==> config.mk <==
export PLATFORM = sky130hd
export DESIGN_NAME = ex_wb_stage
export DESIGN_NICKNAME = d
export VERILOG_FILES = /design/src/rtl/ex_wb_stage.sv
export SDC_FILE = /design/constraint.sdc
export NUM_CORES = 1
export LEC_CHECK = 0
export CORE_MARGIN = 5
export CORE_UTILIZATION = 45
export CTS_BUF_LIST = sky130_fd_sc_hd__clkbuf_8
export DETAILED_ROUTE_END_ITERATION = 10
export DONT_BUFFER_PORTS = 1
export GPL_TIMING_DRIVEN = 0
export PLACE_DENSITY_LB_ADDON = 0.1
export SLEW_MARGIN = 20
export SYNTH_ARGS = -nofsm -noshare
export SYNTH_HDL_FRONTEND = slang
export SYNTH_SLANG_ARGS = --single-unit
export TNS_END_PERCENT = 50
==> constraint.sdc <==
create_clock -name clk -period 4.4 [get_ports clk]
set_input_delay 0.66 -clock clk [delete_from_list [all_inputs] [get_ports clk]]
set_output_delay 0.66 -clock clk [all_outputs]
set_load 0.05 [all_outputs]
==> src/rtl/ex_wb_stage.sv <==
`default_nettype none
// ============================================================================
// Module      : ex_wb_stage
// Description : Execute/writeback stage of the 8-bit slice CPU. Accepts one
//               decoded operation with its operand values, computes the
//               result (single cycle for ALU ops, iterative shift-add for
//               MUL), issues exactly one registered writeback pulse to the
//               register file and updates the Z/C flags.
// Revision    : 1.0 - initial release
// ----------------------------------------------------------------------------
// Ports:
//   clk       - single clock, rising edge
//   rst_n     - synchronous reset, active-low
//   in_valid  - upstream presents an operation
//   in_ready  - stage can accept (transfer on in_valid && in_ready)
//   op        - 000 ADD, 001 SUB, 010 AND, 011 OR, 100 XOR, 101 SHL,
//               110 MUL, 111 MOV
//   rd_addr   - destination register
//   a, b      - operand values (rs1_data, rs2_data)
//   wb_we     - register-file write enable, one-cycle pulse
//   wb_addr   - register-file write address
//   wb_data   - register-file write data
//   busy      - MUL iteration in progress
//   flag_z    - last written result was zero
//   flag_c    - carry/borrow/overflow of last written result
// ============================================================================
module ex_wb_stage #(
  parameter int DATA_W = 8,
  parameter int CNT_W  = 4
) (
  input  logic              clk,
  input  logic              rst_n,
  input  logic              in_valid,
  output logic              in_ready,
  input  logic [2:0]        op,
  input  logic [1:0]        rd_addr,
  input  logic [DATA_W-1:0] a,
  input  logic [DATA_W-1:0] b,
  output logic              wb_we,
  output logic [1:0]        wb_addr,
  output logic [DATA_W-1:0] wb_data,
  output logic              busy,
  output logic              flag_z,
  output logic              flag_c
);

  localparam int ACC_W = 2 * DATA_W;

  localparam logic [2:0] OP_ADD = 3'b000;
  localparam logic [2:0] OP_SUB = 3'b001;
  localparam logic [2:0] OP_AND = 3'b010;
  localparam logic [2:0] OP_OR  = 3'b011;
  localparam logic [2:0] OP_XOR = 3'b100;
  localparam logic [2:0] OP_SHL = 3'b101;
  localparam logic [2:0] OP_MUL = 3'b110;
  localparam logic [2:0] OP_MOV = 3'b111;

  // Counter value during the final multiply iteration.
  localparam logic [CNT_W-1:0] C_LAST_ITER = CNT_W'(DATA_W - 1);

  typedef enum logic [0:0] {
    ST_IDLE = 1'b0,
    ST_MUL  = 1'b1
  } state_t;

  // --------------------------------------------------------------------------
  // Registers
  // --------------------------------------------------------------------------
  state_t              state_q,   state_d;
  logic [DATA_W-1:0]   mcand_q,   mcand_d;
  logic [DATA_W-1:0]   mplier_q,  mplier_d;
  logic [CNT_W-1:0]    cnt_q,     cnt_d;
  logic [ACC_W-1:0]    acc_q,     acc_d;
  logic [1:0]          dst_q,     dst_d;
  logic                wb_we_q,   wb_we_d;
  logic [1:0]          wb_addr_q, wb_addr_d;
  logic [DATA_W-1:0]   wb_data_q, wb_data_d;
  logic                flag_z_q,  flag_z_d;
  logic                flag_c_q,  flag_c_d;

  // --------------------------------------------------------------------------
  // Single-cycle ALU
  // --------------------------------------------------------------------------
  logic [DATA_W:0]     w_sum;
  logic [DATA_W:0]     w_diff;
  logic [ACC_W-1:0]    w_shl;
  logic [DATA_W-1:0]   w_alu_res;
  logic                w_alu_c;

  always_comb begin
    w_sum     = {1'b0, a} + {1'b0, b};
    // Extra MSB of the widened difference is the unsigned borrow.
    w_diff    = {1'b0, a} - {1'b0, b};
    // Shifting into a double-width vector keeps the shifted-out bits; the
    // last one to leave the low half always lands at bit DATA_W.
    w_shl     = {{DATA_W{1'b0}}, a} << b[2:0];
    w_alu_res = '0;
    w_alu_c   = 1'b0;
    case (op)
      OP_ADD: begin
        w_alu_res = w_sum[DATA_W-1:0];
        w_alu_c   = w_sum[DATA_W];
      end
      OP_SUB: begin
        w_alu_res = w_diff[DATA_W-1:0];
        w_alu_c   = w_diff[DATA_W];
      end
      OP_AND: w_alu_res = a & b;
      OP_OR:  w_alu_res = a | b;
      OP_XOR: w_alu_res = a ^ b;
      OP_SHL: begin
        w_alu_res = w_shl[DATA_W-1:0];
        w_alu_c   = (b[2:0] != 3'd0) ? w_shl[DATA_W] : 1'b0;
      end
      OP_MOV: w_alu_res = b;
      default: begin
        w_alu_res = '0;
        w_alu_c   = 1'b0;
      end
    endcase
  end

  // --------------------------------------------------------------------------
  // Shift-add multiply step
  // --------------------------------------------------------------------------
  logic [ACC_W-1:0] w_addend;
  logic [ACC_W-1:0] w_acc_next;

  always_comb begin
    w_addend   = mplier_q[0] ? ({{DATA_W{1'b0}}, mcand_q} << cnt_q) : '0;
    w_acc_next = acc_q + w_addend;
  end

  // --------------------------------------------------------------------------
  // Next-state logic
  // --------------------------------------------------------------------------
  always_comb begin
    state_d   = state_q;
    mcand_d   = mcand_q;
    mplier_d  = mplier_q;
    cnt_d     = cnt_q;
    acc_d     = acc_q;
    dst_d     = dst_q;
    wb_we_d   = 1'b0;
    wb_addr_d = wb_addr_q;
    wb_data_d = wb_data_q;
    flag_z_d  = flag_z_q;
    flag_c_d  = flag_c_q;

    case (state_q)
      ST_IDLE: begin
        if (in_valid) begin
          if (op == OP_MUL) begin
            mcand_d  = a;
            mplier_d = b;
            dst_d    = rd_addr;
            acc_d    = '0;
            cnt_d    = '0;
            state_d  = ST_MUL;
          end else begin
            wb_we_d   = 1'b1;
            wb_addr_d = rd_addr;
            wb_data_d = w_alu_res;
            flag_z_d  = (w_alu_res == '0);
            flag_c_d  = w_alu_c;
          end
        end
      end

      ST_MUL: begin
        acc_d    = w_acc_next;
        mplier_d = mplier_q >> 1;
        cnt_d    = cnt_q + CNT_W'(1);
        // The last iteration's sum goes straight to the writeback registers
        // so the pulse lands one cycle after the final iteration.
        if (cnt_q == C_LAST_ITER) begin
          state_d   = ST_IDLE;
          wb_we_d   = 1'b1;
          wb_addr_d = dst_q;
          wb_data_d = w_acc_next[DATA_W-1:0];
          flag_z_d  = (w_acc_next[DATA_W-1:0] == '0);
          flag_c_d  = (w_acc_next[ACC_W-1:DATA_W] != '0);
        end
      end

      default: state_d = ST_IDLE;
    endcase
  end

  // --------------------------------------------------------------------------
  // State registers
  // --------------------------------------------------------------------------
  always_ff @(posedge clk) begin
    if (!rst_n) begin
      state_q   <= ST_IDLE;
      mcand_q   <= '0;
      mplier_q  <= '0;
      cnt_q     <= '0;
      acc_q     <= '0;
      dst_q     <= '0;
      wb_we_q   <= 1'b0;
      wb_addr_q <= '0;
      wb_data_q <= '0;
      flag_z_q  <= 1'b0;
      flag_c_q  <= 1'b0;
    end else begin
      state_q   <= state_d;
      mcand_q   <= mcand_d;
      mplier_q  <= mplier_d;
      cnt_q     <= cnt_d;
      acc_q     <= acc_d;
      dst_q     <= dst_d;
      wb_we_q   <= wb_we_d;
      wb_addr_q <= wb_addr_d;
      wb_data_q <= wb_data_d;
      flag_z_q  <= flag_z_d;
      flag_c_q  <= flag_c_d;
    end
  end

  // --------------------------------------------------------------------------
  // Outputs
  // --------------------------------------------------------------------------
  assign in_ready = (state_q == ST_IDLE);
  assign busy     = (state_q == ST_MUL);
  assign wb_we    = wb_we_q;
  assign wb_addr  = wb_addr_q;
  assign wb_data  = wb_data_q;
  assign flag_z   = flag_z_q;
  assign flag_c   = flag_c_q;

endmodule
`default_nettype wire
=== Yosys cells after proc, flatten, opt, wreduce, memory -nomap -nowiden ===
Index checks and enable logic that the tools add are counted.

* Flip-flop bits (word level): 52
* Bits in latches: 0
* Memory bits (writable): 0
* Memory bits (read-only): 0
* Bits of input ports: 24
* Output and inout port bits: 15
* Logic and storage cells: 78
* Memories kept: 0

* Add/sub/neg operators: 4
* Multipliers: 0
* Div/mod/pow operators: 0
* $lt $le $gt $ge: 0
* Equal/unequal tests: 12
* Shift operators: 2
* Mux-type cells: 37
* Bitwise operators: 4
* Reduce and logical (&&, ||, !) cells: 8

{| class="wikitable"
|+ Operators with widths
! cell !! number
|-
| one-hot mux 8 bit (7 select lines) || 1
|-
| two-way mux 16 bit || 3
|-
| two-way mux 8 bit || 5
|-
| one-hot mux 16 bit (2 select lines) || 1
|-
| one-hot mux 8 bit (2 select lines) || 2
|-
| adder 16 bit || 1
|-
| logical NOT 8 bit || 2
|-
| << shifter 8 x 4 -> 16 bit || 1
|-
| two-way mux 1 bit || 13
|-
| == test 3 bit (second input constant) || 4
|-
| adder 8 x 8 -> 9 bit || 1
|-
| << shifter 8 x 3 -> 9 bit || 1
|-
| subtractor 8 x 8 -> 9 bit || 1
|-
| bitwise AND 8 bit || 1
|-
| two-way mux 4 bit || 2
|-
| OR 8 bit || 1
|-
| one-hot mux 1 bit (2 select lines) || 4
|-
| one-hot mux 4 bit (2 select lines) || 1
|-
| nonzero test 8 bit || 1
|-
| bitwise XOR 8 bit || 1
|-
| == test 3 x 2 -> 1 bit (second input constant) || 2
|-
| two-way mux 2 bit || 3
|-
| AND reduction 3 bit || 2
|-
| adder 4 x 1 -> 4 bit (second input constant) || 1
|-
| 10 further kinds || 12
|}

=== Logic depth before layout (Yosys ltp) ===
Gate-level depths: netlist of run 1.

* Word-level depth: 6
* Depth in mapped cells: 17
* Mapped depth without buffers: 16

=== Least setup slack after synthesis of run 1 ===
Ideal clock, no wire load.

* Kind: flip-flop to flip-flop
* From: register cnt_q[1]
* To: register flag_c_q, in the netlist flag_c
* Setup time: 0.126 ns
* Arrival: 3.431 ns
* Required time: 4.274 ns
* Path slack: 0.844 ns
* Stages on the path, launching flop included: 16
* Buffers on the path: 2
* Period minus slack after synthesis: 3.556 ns
* Path through: dfxtp_1 > clkbuf_1 > buf_1 > mux2i_1 > nor2_1 > a21oi_1 > o22ai_1 > and2_1 > ha_1 > a21oi_1 > nand2_1 > a221o_1 > a221o_1 > xnor2_1 > nor4b_1 > o21ai_1

* Longest elaborated chain between the ends: 6
* Elaborated cells on any way between the ends: 9
* Classes of those cells: 1 x add/sub; 2 x eq/ne; 1 x shift; 3 x mux; 2 x reduce/logical

{| class="wikitable"
|+ Ends and longest elaborated chain
! what !! RTL line !! text
|-
| start: declaration || 72 || <nowiki>logic [CNT_W-1:0] cnt_q, cnt_d;</nowiki>
|-
| start signal: assignment || 210 || <nowiki>cnt_q <= cnt_d;</nowiki>
|-
| << shifter 8 x 4 -> 16 bit || 130 || <nowiki>w_addend = mplier_q[0] ? ({{DATA_W{1'b0}}, mcand_q} << cnt_q) : '0;</nowiki>
|-
| two-way mux 16 bit || 130 ||
|-
| adder 16 bit || 131 || <nowiki>w_acc_next = acc_q + w_addend;</nowiki>
|-
| nonzero test 8 bit || 182 || <nowiki>flag_c_d = (w_acc_next[ACC_W-1:DATA_W] != '0);</nowiki>
|-
| two-way mux 1 bit || 176 || <nowiki>if (cnt_q == C_LAST_ITER) begin</nowiki>
|-
| one-hot mux 1 bit (2 select lines) || 150 || <nowiki>case (state_q)</nowiki>
|-
| end signal: assignment || 217 || <nowiki>flag_c_q <= flag_c_d;</nowiki>
|-
| end: declaration || 79 || <nowiki>logic flag_c_q, flag_c_d;</nowiki>
|}

Parallel ways exist; a longest one is shown, timed or not. The select of a mux whose other input is x is not followed.
A chain may end at the register's enable or synchronous reset.

=== Worst setup path in the final report of run 1 ===
Same ends and word-level chain as after synthesis.

==> results of run 1 <==
==> metal layers <==
metal	share of wire, %	GRT usage, %	up-vias
li1	-	-	2248
met3	7.2	3.87	23
met5	0	0	-
met2	42	33.3	170
met4	1.7	4.73	0
met1	49	34.4	2196
==> final cells by class <==
type                    count  area, sq um
fillers                  1056         5280
multi-input cells         493         3500
flip-flops and latches     52         1040
plain buffers              38          176
well taps                 136          170
inverters                  28          105
clock buffers               5         68.8
clock inverters             3         26.3
==> sequential cells by signal (all words and copies together) (netlist names) <==
register	cells
wb_data	8
wb_addr	2
dst_q	2
cnt_q	4
mcand_q	8
busy	1
flag_c	1
acc_q	16
wb_we	1
mplier_q	8
flag_z	1
==> per-stage QoR <==
stage	hold WS, ns	power (mW)	util, %
3_3_place_gp	0.450	0.796	48.1
2_1_floorplan	0.443	0.733	-
5_1_grt	0.461	1.14	49.1
6_report	0.465	1.10	49.1
3_5_place_dp	0.459	0.798	48.1
4_1_cts	0.452	1.10	49.0
==> Yosys cell counts, drive strengths merged (3+ instances only) <==
library cell | n | area (sq um)
o211a | 4 | 40.0
nor2b | 27 | 169
mux2 | 5 | 56.3
a222oi | 7 | 70.1
mux2i | 20 | 200
ha | 41 | 513
inv | 26 | 97.6
a221o | 4 | 40.0
dfxtp | 52 | 1040
or2 | 3 | 18.8
a21o | 5 | 37.5
clkbuf | 24 | 90.1
a2111oi | 6 | 96.3
nand2 | 73 | 274
o211ai | 6 | 45.0
nand2b | 8 | 50.1
nor3 | 15 | 91.3
a31oi | 7 | 43.8
o22ai | 7 | 43.8
xor2 | 5 | 43.8
o221ai | 5 | 50.0
and3 | 7 | 48.8
nand3b | 3 | 22.5
nor2 | 39 | 146
fa | 3 | 60.1
o21a | 4 | 30.0
xnor2 | 13 | 114
o21bai | 5 | 37.5
o31ai | 3 | 22.5
and2 | 11 | 68.8
o21ai | 32 | 160
nand4 | 4 | 25.0
nand3 | 14 | 70.1
a21boi | 20 | 154
a21oi | 28 | 144
a211oi | 8 | 60.1
nor4b | 3 | 26.3
or3 | 7 | 43.8
buf | 14 | 83.8
a22oi | 12 | 90.1
==> cell families (layout without fill, tap and decap cells) <==
logic type,Yosys count,count (layout),share of synthesized area [%]
buf+inv,66,74,5.80
mux,27,27,6.26
fa+ha+maj,44,44,11.9
flops,52,52,21.6
simple gates,223,223,23.5
compound gates,181,181,27.6
xor+xnor,18,18,3.27
==> where the power goes <==
group          internal (mW)  switching (mW)  total (mW)
Combinational          0.102           0.157       0.259
Clock                  0.116           0.186       0.303
Sequential             0.485          0.0491       0.534
Total                  0.703           0.393        1.10
==> what timing repair did <==
| action | CTS | global route |
|---|---|---|
| gates resized for setup | 1 | 3 |
| setup buffers | 0 | 0 |
| endpoints found under the setup margin | 1 | 2 |
==> worst paths after layout <==
path	from	end	cells after the start
max reg2reg	cnt_q[1]	flag_c	15
min	rst_n	wb_data[3]	2
min reg2reg	dst_q[1]	dst_q[1]	2
max	cnt_q[1]	flag_c	15
==> impl_metrics.toml, run 1 <==
[run_status]
outcome = "complete, no violations"

[placed_design]
preCtsSetupSlack_ns = -0.0189
dpl.hpwl_um = 11800
placed_cell_area_sq_mm = 0.00498
routabilityCongestion = 0.917
port_buffers = 0
dp.cells = 747

[cells_and_area]
drive_above_1_share_pct = 6.79
layout_commonest_cell = "nand2_1"
finalNetCount = 686
final_cells = 755
area_growth_pct = 5.69
n_antenna_cell = 0
final_area_sq_mm = 0.00509
layout_common_cells = "nand2_1, dfxtp_1, ha_1, nor2_1"

[critical_path]
max_stage_delay_ns = 0.39
required_ns = 4.60
worst_path_max_delay_cell = "a221o_1"
worstPathBufferInverterCount = 2
cp-start-kind = "flip-flop"
worst-path-max-fanout = 10
path_class = "reg -> reg"
cp_cell_sequence = "clkbuf_2 > buf_2 > mux2i_1 > nor2_1 > a21oi_1 > o22ai_1 > and2_1 > ha_1 > a21oi_1 > nand2_1 > a221o_1 > a221o_1 > xnor2_1 > nor4b_2 > o21ai_1"
rrSetupSlack_ns = 0.27
crit_path_end_kind = "flip-flop"
arrival_ns = 4.32
cp_top_family = "compound AO/OA/AOI/OAI gates"

[clocking]
cts_tree = "built"
cts.root.buffer_cell = "clkbuf_8"
htree_levels = 2
numClockSinks = 52
hold_buffers = 0
cts_made_buffers = 5
cts_buffer_depth = 2
clock_latency_ns = 0.32
path_clk_slew_ns = 0.11

[floorplan]
core_area_sq_mm = 0.0104
start_util_pct = 46.4
design.portCount = 39
dieArea_sq_mm = 0.0129
die_h_um = 113
rows = 37
die_w_um = 113

[sta]
setup_viol = 0
fin_ws_ns = 0.273
period_minus_slack_ns = 4.13
fin_skew_ns = 0.0160
tightest_slew_ns = 1.09
max_clock_freq_mhz = 242
rsz0062_at_grt = "false"
hold_viol = 0
timing.final.crit_share_pct = 93.8
finalSetupTns_ns = 0
slew_violations = 0
max-slew-margin-rel_pct = 27.4

[synth]
syn_area_sq_mm = 0.00481
yosysWarnings = 0
ys.flop_type = "dfxtp_1"
seq_area_frac_synth_pct = 21.6
syn_nets = 679
async_flop_share_pct = 0
ys_seq_elements = 52
synthesis.instances = 611
avgSynthCellArea_sq_um = 7.88
synth.distinct_cells = 72
synth_edf_count = 0

[grt]
grt_pass1_wl_um = 23300
grt_max_degree = 19
grt-ovfl-total = 0
antenna_found_initial = 0
gr-usage-all-layers_pct = 22.6
grt_pass1_vias = 4362

[min_path]
hold_path.class = "in -> reg"

[detailed_routing]
drc = 0
via_per_inst = 6.14
drt_iter0_drc = 398
first_pass_iters = 5
avgRoutedWirePerCell_um = 19.5
finalWirelength_um = 14800
vias = 4637
detail-route-antenna-nets = 0

[power_and_ir_drop]
vdd_ir_drop_max_mv = 0.142
p_leak_nw = 1.96
p_per_area_mw_per_mm2 = 215

[run]
drv_cap = 0
No activity file was read; power rests on OpenSTA's default activity.
==> run 2, diff against run 1 <==
- CORE_ASPECT_RATIO: default -> 1.75
- CTS_CLUSTER_SIZE: default -> 40
- TNS_END_PERCENT: 50 -> 30
==> run 2 against run 1 <==
  * Combinational power rose by 2%
  * Fmax fell by 0.99%
  * Die area rose by 0.64%
  * Non-clock buffer count did not move
  * Cell area fell by 0.29%
  * Sequential share of layout area rose by 0.061 points
  * Routed wire length rose by 12%
  * Largest cell class unchanged
  * Largest power group unchanged
==> impl_metrics.toml, run 2 (synthesis gave the netlist of run 1 again) <==
[power_and_ir_drop]
p_per_area_mw_per_mm2 = 216
p_leak_nw = 1.96
vdd_ir_drop_max_mv = 0.118

[critical_path]
arrival_ns = 4.38
cp-start-kind = "flip-flop"
worst-path-max-fanout = 10
path_class = "reg -> reg"
worstPathBufferInverterCount = 2
max_stage_delay_ns = 0.41
worst_path_max_delay_cell = "a221o_1"
cp_top_family = "compound AO/OA/AOI/OAI gates"
crit_path_end_kind = "flip-flop"
required_ns = 4.61
cp_cell_sequence = "clkbuf_2 > buf_2 > mux2i_1 > nor2_1 > a21oi_1 > o22ai_1 > and2_1 > ha_1 > a21oi_1 > nand2_1 > a221o_1 > a221o_1 > xnor2_1 > nor4b_1 > o21ai_1"

[grt]
antenna_found_initial = 0
grt-ovfl-total = 0
grt_pass1_vias = 4704
grt_pass1_wl_um = 25600
gr-usage-all-layers_pct = 25.8
grt_max_degree = 18

[detailed_routing]
wl_met3_um = 833
first_pass_iters = 6
drc = 0
detail-route-antenna-nets = 0
wl_met2_um = 9080
drt_iter0_drc = 219
drt-met1-wl_um = 5340
vias = 4590
highest-signal-layer = "met4"
avgRoutedWirePerCell_um = 22.0
via_per_inst = 6.13
finalWirelength_um = 16500

[sta]
fin_ws_ns = 0.232
max-slew-margin-rel_pct = 27.1
hold-worst-slack_ns = 0.471
max_clock_freq_mhz = 240
hold_viol = 0
slew_violations = 0
tightest_slew_ns = 1.09
setup_viol = 0
period_minus_slack_ns = 4.17
fin_skew_ns = 0.00993
finalSetupTns_ns = 0
timing.final.crit_share_pct = 94.7
rsz0062_at_grt = "false"

[cells_and_area]
finalNetCount = 686
n_antenna_cell = 0
area_growth_pct = 5.38
layout_common_cells = "nand2_1, dfxtp_1, ha_1, nor2_1"
largest_register_ffs = 16
nFillCells = 1085
largest-register = "acc_q"
layout_commonest_cell = "nand2_1"
drive_above_1_share_pct = 6.79
final_cells = 749
final_util_pct = 48.0

[clocking]
cts.root.buffer_cell = "clkbuf_8"
post-cts-setup-buffers = 0
hold_buffers = 0
cts_made_buffers = 5
htree_levels = 2
clock_latency_ns = 0.32
numClockSinks = 52
path_clk_slew_ns = 0.11
cts_tree = "built"
cts_buffer_depth = 2

[placed_design]
dp.cells = 741
port_buffers = 0
preCtsSetupSlack_ns = -0.0357
dpl.hpwl_um = 13500
routabilityCongestion = 0.918

[floorplan]
die_h_um = 147
design.portCount = 39
dieArea_sq_mm = 0.0129
core_area_sq_mm = 0.0106
start_util_pct = 45.5
die_w_um = 88.2
rows = 50

[run]
drv_cap = 0

[min_path]
hold_path.class = "in -> reg"

[run_status]
outcome = "complete, no violations"
## run 2: power breakdown
part	internal, mW	switching [mW]	total, mW	leakage (nW)
Combinational	0.103	0.162	0.264	1.49
Clock	0.115	0.183	0.298	0.0485
Sequential	0.485	0.0483	0.533	0.422
Total	0.703	0.393	1.10	1.96
## run 2: cell type report
class	count	area [sq um]	area share, %
Sequential cell	52	1040	20.5
Buffer	38	178	3.50
Tap cell	130	163	3.21
Multi-Input combinational cell	493	3500	68.9
Clock inverter	3	22.5	0.444
Clock buffer	5	68.8	1.36
Inverter	28	105	2.07
## run 2: what timing repair did
action / in CTS / in global routing
cloned: 0 / 0
setup endpoints to repair: 1 / 1
gates resized for setup: 1 / 4
pin swaps: 0 / 0
## run 2: worst register-to-register path: stages (launching register included)
cell,delay (ns)
dfxtp_1,0.35
clkbuf_2,0.21
buf_2,0.28
mux2i_1,0.28
nor2_1,0.06
a21oi_1,0.31
o22ai_1,0.15
and2_1,0.19
ha_1,0.34
a21oi_1,0.37
nand2_1,0.09
a221o_1,0.34
a221o_1,0.41
xnor2_1,0.19
nor4b_1,0.40
o21ai_1,0.09
## run 2: final timing paths
kind / start / endpoint / slack (ns) / cells after the start
worst max-delay path: cnt_q[1] / flag_c / 0.23 / 15
worst min-delay path: a[2] / mcand_q[2] / 0.47 / 2
worst max register to register: cnt_q[1] / flag_c / 0.23 / 15
worst min register to register: dst_q[1] / dst_q[1] / 0.48 / 2
## run 2: metrics by stage
| stage | instance area [sq um] | power, mW |
|---|---|---|
| after floorplan | 4810 | 0.733 |
| after global placement | 4980 | 0.802 |
| after detailed placement | 4980 | 0.806 |
| after CTS | 5070 | 1.10 |
| after global routing | 5070 | 1.14 |
| final | 5070 | 1.10 |
## run 2: per-layer routing
layer,global-route usage [%],up-vias
met5,0,-
met4,17.4,0
met3,4.15,58
met2,48.8,140
met1,24.0,2158
li1,-,2234
